File: src/rtl/or1200_vlx_bus_arb.sv
// Data-side Wishbone arbiter between the OR1200 LSU and the VLX bit-packer.
// Define OR1200_VLX_ARB_RR_EN for round-robin grants; default is fixed LSU priority.
module or1200_vlx_bus_arb #(
    parameter int unsigned TIMEOUT_CYC = 255,
    parameter int unsigned TMO_W       = 8
) (
    input  logic        clk_i,
    input  logic        rst_i,
    input  logic        lsu_req_i,
    input  logic        lsu_we_i,
    input  logic [3:0]  lsu_sel_i,
    input  logic [31:0] lsu_adr_i,
    input  logic [31:0] lsu_dat_i,
    output logic [31:0] lsu_dat_o,
    output logic        lsu_ack_o,
    output logic        lsu_err_o,
    input  logic        vlx_req_i,
    input  logic [31:0] vlx_adr_i,
    input  logic [7:0]  vlx_dat_i,
    input  logic        vlx_pair_i,
    output logic        vlx_ack_o,
    output logic        vlx_err_o,
    output logic        vlx_busy_o,
    output logic        wb_cyc_o,
    output logic        wb_stb_o,
    output logic        wb_we_o,
    output logic [3:0]  wb_sel_o,
    output logic [31:0] wb_adr_o,
    output logic [31:0] wb_dat_o,
    input  logic [31:0] wb_dat_i,
    input  logic        wb_ack_i,
    input  logic        wb_err_i
);

    typedef enum logic [1:0] {
        IDLE,
        LSU_XFER,
        VLX_XFER,
        VLX_HOLD
    } state_e;

    state_e            state_q, state_d;
    logic              cyc_q, cyc_d;
    logic              stb_q, stb_d;
    logic              we_q, we_d;
    logic [3:0]        sel_q, sel_d;
    logic [31:0]       adr_q, adr_d;
    logic [31:0]       dat_q, dat_d;
    logic [TMO_W-1:0]  wdt_q, wdt_d;
    logic              tmo, ack_ev, err_ev, drop;
    logic              grant_lsu, grant_vlx;
`ifdef OR1200_VLX_ARB_RR_EN
    logic              rr_q, rr_d;
`endif

    // A timeout only counts when the slave is not acking in the same cycle.
    assign tmo    = (TIMEOUT_CYC != 0) && (wdt_q >= TMO_W'(TIMEOUT_CYC));
    assign ack_ev = wb_ack_i & ~wb_err_i;
    assign err_ev = wb_err_i | (tmo & ~wb_ack_i);

`ifdef OR1200_VLX_ARB_RR_EN
    // rr_q = 1 gives the VLX priority on a tie.
    assign grant_lsu = lsu_req_i & (~vlx_req_i | ~rr_q);
    assign grant_vlx = vlx_req_i & ~grant_lsu;
`else
    assign grant_lsu = lsu_req_i;
    assign grant_vlx = vlx_req_i & ~lsu_req_i;
`endif

    always_comb begin
        state_d   = state_q;
        cyc_d     = cyc_q;
        stb_d     = stb_q;
        we_d      = we_q;
        sel_d     = sel_q;
        adr_d     = adr_q;
        dat_d     = dat_q;
        wdt_d     = (&wdt_q) ? wdt_q : wdt_q + 1'b1;
        drop      = 1'b0;
        lsu_ack_o = 1'b0;
        lsu_err_o = 1'b0;
        vlx_ack_o = 1'b0;
        vlx_err_o = 1'b0;
`ifdef OR1200_VLX_ARB_RR_EN
        rr_d      = rr_q;
`endif
        unique case (state_q)
            IDLE: begin
                wdt_d = '0;
                if (grant_lsu) begin
                    state_d = LSU_XFER;
                    cyc_d   = 1'b1;
                    stb_d   = 1'b1;
                    we_d    = lsu_we_i;
                    sel_d   = lsu_sel_i;
                    adr_d   = lsu_adr_i;
                    dat_d   = lsu_dat_i;
`ifdef OR1200_VLX_ARB_RR_EN
                    rr_d    = 1'b1;
`endif
                end else if (grant_vlx) begin
                    state_d = VLX_XFER;
                    cyc_d   = 1'b1;
                    stb_d   = 1'b1;
                    we_d    = 1'b1;
                    sel_d   = 4'b1000 >> vlx_adr_i[1:0];
                    adr_d   = vlx_adr_i;
                    dat_d   = {4{vlx_dat_i}};
`ifdef OR1200_VLX_ARB_RR_EN
                    rr_d    = 1'b0;
`endif
                end
            end
            LSU_XFER: begin
                lsu_ack_o = ack_ev;
                lsu_err_o = err_ev;
                drop      = ack_ev | err_ev;
            end
            VLX_XFER: begin
                vlx_ack_o = ack_ev;
                vlx_err_o = err_ev;
                if (err_ev) begin
                    drop = 1'b1;
                end else if (ack_ev) begin
                    if (vlx_pair_i) begin
                        state_d = VLX_HOLD;
                        stb_d   = 1'b0;
                        wdt_d   = '0;
                    end else begin
                        drop = 1'b1;
                    end
                end
            end
            VLX_HOLD: begin
                // Bus stays locked; only the second VLX byte or a timeout leaves.
                vlx_err_o = tmo;
                if (tmo) begin
                    drop = 1'b1;
                end else if (vlx_req_i) begin
                    state_d = VLX_XFER;
                    stb_d   = 1'b1;
                    we_d    = 1'b1;
                    sel_d   = 4'b1000 >> vlx_adr_i[1:0];
                    adr_d   = vlx_adr_i;
                    dat_d   = {4{vlx_dat_i}};
                    wdt_d   = '0;
                end
            end
        endcase
        if (drop) begin
            state_d = IDLE;
            cyc_d   = 1'b0;
            stb_d   = 1'b0;
            we_d    = 1'b0;
            sel_d   = '0;
            adr_d   = '0;
            dat_d   = '0;
        end
    end

    always_ff @(posedge clk_i or posedge rst_i) begin
        if (rst_i) begin
            state_q <= IDLE;
            cyc_q   <= 1'b0;
            stb_q   <= 1'b0;
            we_q    <= 1'b0;
            sel_q   <= '0;
            adr_q   <= '0;
            dat_q   <= '0;
            wdt_q   <= '0;
`ifdef OR1200_VLX_ARB_RR_EN
            rr_q    <= 1'b0;
`endif
        end else begin
            state_q <= state_d;
            cyc_q   <= cyc_d;
            stb_q   <= stb_d;
            we_q    <= we_d;
            sel_q   <= sel_d;
            adr_q   <= adr_d;
            dat_q   <= dat_d;
            wdt_q   <= wdt_d;
`ifdef OR1200_VLX_ARB_RR_EN
            rr_q    <= rr_d;
`endif
        end
    end

    assign wb_cyc_o   = cyc_q;
    assign wb_stb_o   = stb_q;
    assign wb_we_o    = we_q;
    assign wb_sel_o   = sel_q;
    assign wb_adr_o   = adr_q;
    assign wb_dat_o   = dat_q;
    assign lsu_dat_o  = wb_dat_i;
    assign vlx_busy_o = (state_q == VLX_XFER) || (state_q == VLX_HOLD);

endmodule

File: config.mk
export PLATFORM = sky130hd
export DESIGN_NAME = or1200_vlx_bus_arb
export DESIGN_NICKNAME = d
export VERILOG_FILES = /design/src/rtl/or1200_vlx_bus_arb.sv
export SDC_FILE = /design/constraint.sdc
export NUM_CORES = 1
export LEC_CHECK = 0
export BUFFER_PORTS_ARGS = -buffer_cell sky130_fd_sc_hd__buf_2
export CAP_MARGIN = 25
export CORE_ASPECT_RATIO = 0.8
export CORE_MARGIN = 4
export CORE_UTILIZATION = 45
export DETAILED_ROUTE_END_ITERATION = 7
export HOLD_SLACK_MARGIN = 0.15
export PLACE_DENSITY = 0.82
export SYNTH_ARGS = -nofsm -noshare
export SYNTH_HDL_FRONTEND = slang
export SYNTH_SLANG_ARGS = --single-unit
File: constraint.sdc
create_clock -name clk_i -period 2.95 [get_ports clk_i]
set_input_delay 0.295 -clock clk_i [delete_from_list [all_inputs] [get_ports clk_i]]
set_output_delay 0.295 -clock clk_i [all_outputs]
set_load 0.01 [all_outputs]
After elaboration in Yosys (flattened, before gate mapping)
Cells that the tools add are included.
- bitwise logic cells: 8
- equality and inequality tests: 9
- divide/modulo/power cells: 0
- muxes and demuxes: 57
- shifts and indexed selects: 1
- multiply operators: 0
- reductions and logical operators: 10
- order comparisons: 1
- $add $sub $neg: 1
- operator list (kind ; number):
    32-bit 2-to-1 mux ; 10
    32-bit one-hot mux with 2 select lines ; 2
    8-bit 2-to-1 mux ; 6
    8-bit one-hot mux with 3 select lines ; 1
    4-bit 2-to-1 mux ; 5
    1-bit 2-to-1 mux ; 19
    2-bit 2-to-1 mux ; 8
    3-bit != test (second input constant) ; 5
    8-bit by 1-bit adder with 8-bit output (second input constant) ; 1
    8-bit greater-or-equal comparator (second input constant) ; 1
    4-bit one-hot mux with 2 select lines ; 1
    8-bit AND reduction ; 1
    7-bit AND reduction ; 1
    1-bit one-hot mux with 3 select lines ; 2
    2-bit one-hot mux with 3 select lines ; 1
    3-bit nonzero test ; 2
    2-bit == test (second input constant) ; 2
    4-bit != test (second input constant) ; 1
    1-bit one-hot mux with 2 select lines ; 2
    4-bit AND reduction ; 1
    4-bit nonzero test ; 1
    4-bit by 2-bit right shift with 4-bit output (first input constant) ; 1
    1-bit bitwise AND ; 3
    1-bit NOT ; 3
    6 further kinds ; 7
- bits in read-only memories: 0
- RAM bits: 0
- output and inout bits: 108
- register bits: 81
- input port bits: 148
- memories: 0
- latch bits: 0

Logic depth before layout (Yosys ltp)
- depth in word-level cells: 7
- mapped depth: 10

Least setup slack after synthesis
OpenSTA, ideal clock, no wires.
- path type: reg-to-reg
- start: reg state_q[0]
- end: reg dat_q[10] (netlist: wb_dat_o[10])
- arrival: 2.059 ns
- required time: 2.832 ns
- path slack: 0.772 ns
- clock period less this slack: 2.178 ns
- cell stages (with the launch flop): 11
- path through: dfrtp_1 > inv_1 > ha_1 > nor2b_1 > o211ai_1 > a22o_1 > and2_1 > buf_6 > buf_6 > buf_6 > a21o_1
- word-level cells in the longest chain between the ends: 4
- elaborated cells between the ends (all ways): 12
- classes of those cells: 6 x eq/ne; 3 x mux; 3 x reduce/logical
- ends and longest elaborated chain (item ; line ; RTL):
    start: declaration ; 42 ; state_e state_q, state_d;
    start signal: assignment ; 175 ; state_q <= state_d;
    2-bit == test or 2-bit by 1-bit == test with 1-bit output (tied branches) ; 87 ; unique case (state_q)
    1-bit one-hot mux with 3 select lines ; 87 ;
    4-bit != test (no source line) (tied with other cells) ; -- ;
    4-bit AND reduction (no source line) ; -- ;
    end signal: assignment ; 181 ; dat_q <= dat_d;
    end: declaration ; 48 ; logic [31:0] dat_q, dat_d;
Parallel ways exist; a longest one is shown, timed or not.
A chain may end at the register's enable or synchronous reset.

Worst setup path after layout
- start: reg state_q[0]
- end: reg we_q (netlist: wb_we_o)
- word-level cells in the longest chain between the ends: 4
- elaborated cells between the ends (all ways): 12
- classes of those cells: 6 x eq/ne; 3 x mux; 3 x reduce/logical
- ends and longest elaborated chain (item ; line ; RTL):
    2-bit == test or 2-bit by 1-bit == test with 1-bit output (tied branches) ; 87 ;
    1-bit one-hot mux with 3 select lines ; 87 ;
    4-bit != test (no source line) (tied with other cells) ; -- ;
    4-bit AND reduction (no source line) ; -- ;
    end signal: assignment ; 178 ; we_q <= we_d;
    end: declaration ; 45 ; logic we_q, we_d;
Parallel ways exist; a longest one is shown, timed or not.

==> impl_metrics.toml <==
[grt]
grt_overflow = 0
grt_pass1_vias = 4115
grt_pass1_wl_um = 20100
grt_usage = 0.206
antenna_found_initial = 0
grt_max_degree = 83

[cells_and_area]
fin_nets = 750
multi_input_area_mm2 = 0.00201
fillers = 856
n_antenna_cell = 0
seq_area_mm2 = 0.00203
fin_cells = 736
syn_to_final_growth_pct = 24.9
drive_above_1_share = 0.368

[placed_design]
numPortBuffers = 191
dp_hpwl_um = 8620
dp_cells = 719
gp_congestion = 0.903

[clock_network]
cts_setup_buffers = 0
cts_made_buffers = 9
clock-root-buffer = "clkbuf_16"
cts.sinks = 81
max-clock-path-buffers = 2
cts_tree = "yes"
path_clk_slew_ps = 60
clkLatencyLatePin_ps = 330
cts_max_level = 3
cts.repair.resized = 0

[floorplanning]
start_util = 0.463
boundaryPins = 256
fp-row-count = 32
design.core.area_mm2 = 0.00965
dieArea_mm2 = 0.0116
fp.dieH_um = 97.2
die_w_um = 119

[sta]
slew_headroom = 0.494
grt_setup_unrepaired = "false"
worstMarginPinSlew_ps = 760
fmax_mhz = 385
tns_ps = 0
finalClockSkew_ps = 7.05
hold_viol = 0
post-route-min-period_ps = 2600
slew_violations = 0
setup-violations-final = 0
fin_crit_sh = 0.881

[yosys]
netlist_area_mm2 = 0.00447
yosysMostFrequentCell = "dfrtp_1"
syn_inst = 451
ys_ff_latch = 81
syn_avg_cell_area_um2 = 9.92
synth_seq_area_share = 0.453
synth_edf_count = 0
async_flop_share = 1.00
synth_warnings = 0
synth_common_cells = "dfrtp_1 (81), nor3_1 (71), a21o_1 (69), a21oi_1 (47), buf_4 (35)"
synth_flop_cell = "dfrtp_1"
yosys.area.top_type = "dfrtp_1"
synthTopCellsByArea = "dfrtp_1 (45%), a21o_1 (12%), nor3_1 (7.9%), mux2i_1 (7.2%), buf_4 (5.9%)"
syn_nets = 605
ys_types = 41
yosysTopAreaCellShare = 0.453

[setup_path]
cp_slowest_cell = "and2_2"
worstPathRequired_ps = 3220
cp_cell_sequence = "inv_1, ha_1, nand4b_1, o211ai_1, a22o_1, and2_2, buf_12, a21o_1"
startpoint_type = "flop"
worst-setup-path-type = "reg -> reg"
cp_num_buf_inv = 2
cp-end-kind = "flop"
critPathMaxFanout = 39
arrival_ps = 2860
slowest_delay_ps = 540
crit_family = "simple AND/OR/NAND/NOR gates"

[hold_path]
min_path_type = "in -> reg"

[route]
routed_wl_um = 12100
drc = 0
firstDrtPassIters = 4
ant_nets = 0
viasPerCell = 5.43
drtIter0Drc = 201
vias = 4000
wl_per_cell_um = 16.4

[status]
status = "finished clean"

[power]
vdd_drop_max_v = 0.000534
power.density_mw_per_mm2 = 1070
power_leakage_uw = 0.00321

[run]
cap_violations = 0
[placed cells by master (no fill, tap or decap), types with 2 or more instances in the layout]
| cell type | n |
|---|---|
| inv_1 | 6 |
| ha_1 | 6 |
| or2_2 | 2 |
| dfrtp_1 | 81 |
| clkinv_2 | 2 |
| nor3b_1 | 3 |
| nor2_1 | 7 |
| a31oi_1 | 2 |
| nand3b_1 | 2 |
| o21ai_0 | 2 |
| a21o_1 | 69 |
| a2bb2oi_1 | 2 |
| buf_12 | 2 |
| nand3_1 | 3 |
| buf_4 | 5 |
| mux2i_1 | 32 |
| a21oi_1 | 47 |
| o22ai_1 | 2 |
| buf_2 | 191 |
| clkbuf_16 | 9 |
| and3b_1 | 2 |
| clkbuf_8 | 3 |
| nor2b_1 | 9 |
| and3_1 | 4 |
| xnor2_1 | 5 |
| nor3_1 | 71 |
| nand2_1 | 9 |
[area by class of cell]
cell class | count | area share
Clock inverter | 2 | 0.00224
Clock buffer | 13 | 0.0484
Sequential cell | 81 | 0.363
Multi-Input combinational cell | 297 | 0.359
Inverter | 7 | 0.00493
Tap cell | 136 | 0.0305
Timing Repair Buffer | 200 | 0.192
[per-stage QoR]
stage	worst slack (ps)	power [uW]	cell area (um^2)	util	hold slack, ps
floorplan	575	4030	4470	-	443
global placement	518	4790	5260	0.546	455
detailed placement	371	4930	5260	0.546	462
CTS	356	6010	5550	0.575	246
global route	119	6400	5580	0.579	261
finish	352	5950	5580	0.579	250
[layer usage]
layer | vias up | GRT usage | share of wire
li1 | 1874 | - | -
met1 | 1938 | 0.258 | 0.41
met2 | 150 | 0.335 | 0.49
met3 | 38 | 0.0640 | 0.073
met4 | 0 | 0.0757 | 0.022
met5 | - | 0 | 0
[power by group]
group	internal [uW]	switching, uW	leakage (uW)
sequential	1610	284	0.00103
clock	633	420	0.000138
combinational	1300	1710	0.00204
total	3540	2420	0.00321
[worst paths after layout]
check                                    startpoint                  endpoint  slack, ps  cells past startpoint
max                          state_q[0]$_DFFE_PP0P_       wb_we_o$_DFFE_PP0P_        350                      8
min                                       lsu_req_i      wb_cyc_o$_DFFE_PP0P_        250                      3
max reg2reg                  state_q[0]$_DFFE_PP0P_       wb_we_o$_DFFE_PP0P_        350                      8
min reg2reg                wb_dat_o[19]$_DFFE_PP0P_  wb_dat_o[19]$_DFFE_PP0P_        470                      1
max in group asynchronous                     rst_i   wb_adr_o[6]$_DFFE_PP0P_       1820                      5
min in group asynchronous                     rst_i  wb_adr_o[14]$_DFFE_PP0P_        540                      4
[cells by family (layout without fill, tap and decap cells)]
group,after synthesis,after routing,share of synthesized area
compound gates,135,135,0.205
simple gates,119,119,0.140
flops,81,81,0.453
buf+inv,73,222,0.103
mux,32,32,0.0716
fa+ha+maj,6,6,0.0168
xor+xnor,5,5,0.00979
[tightest hold or removal path: cells and delay by family]
kind                   cells  cell delay [ps]
buffers and inverters      1              100
and+or+nand+nor            2              140
[registers in the layout, summed over array words and instances, names as in the netlist]
signal and flops:
state_q 2, wb_adr_o 32, wb_cyc_o 1, wb_dat_o 32, wb_sel_o 4, wb_stb_o 1, wb_we_o 1, wdt_q 8
[what timing repair did]
item,4_1_cts,5_1_grt
hold endpoints to repair,0,16
setup endpoints to repair,0,0
hold buffers,0,1
No activity file was read; power rests on OpenSTA's default activity.
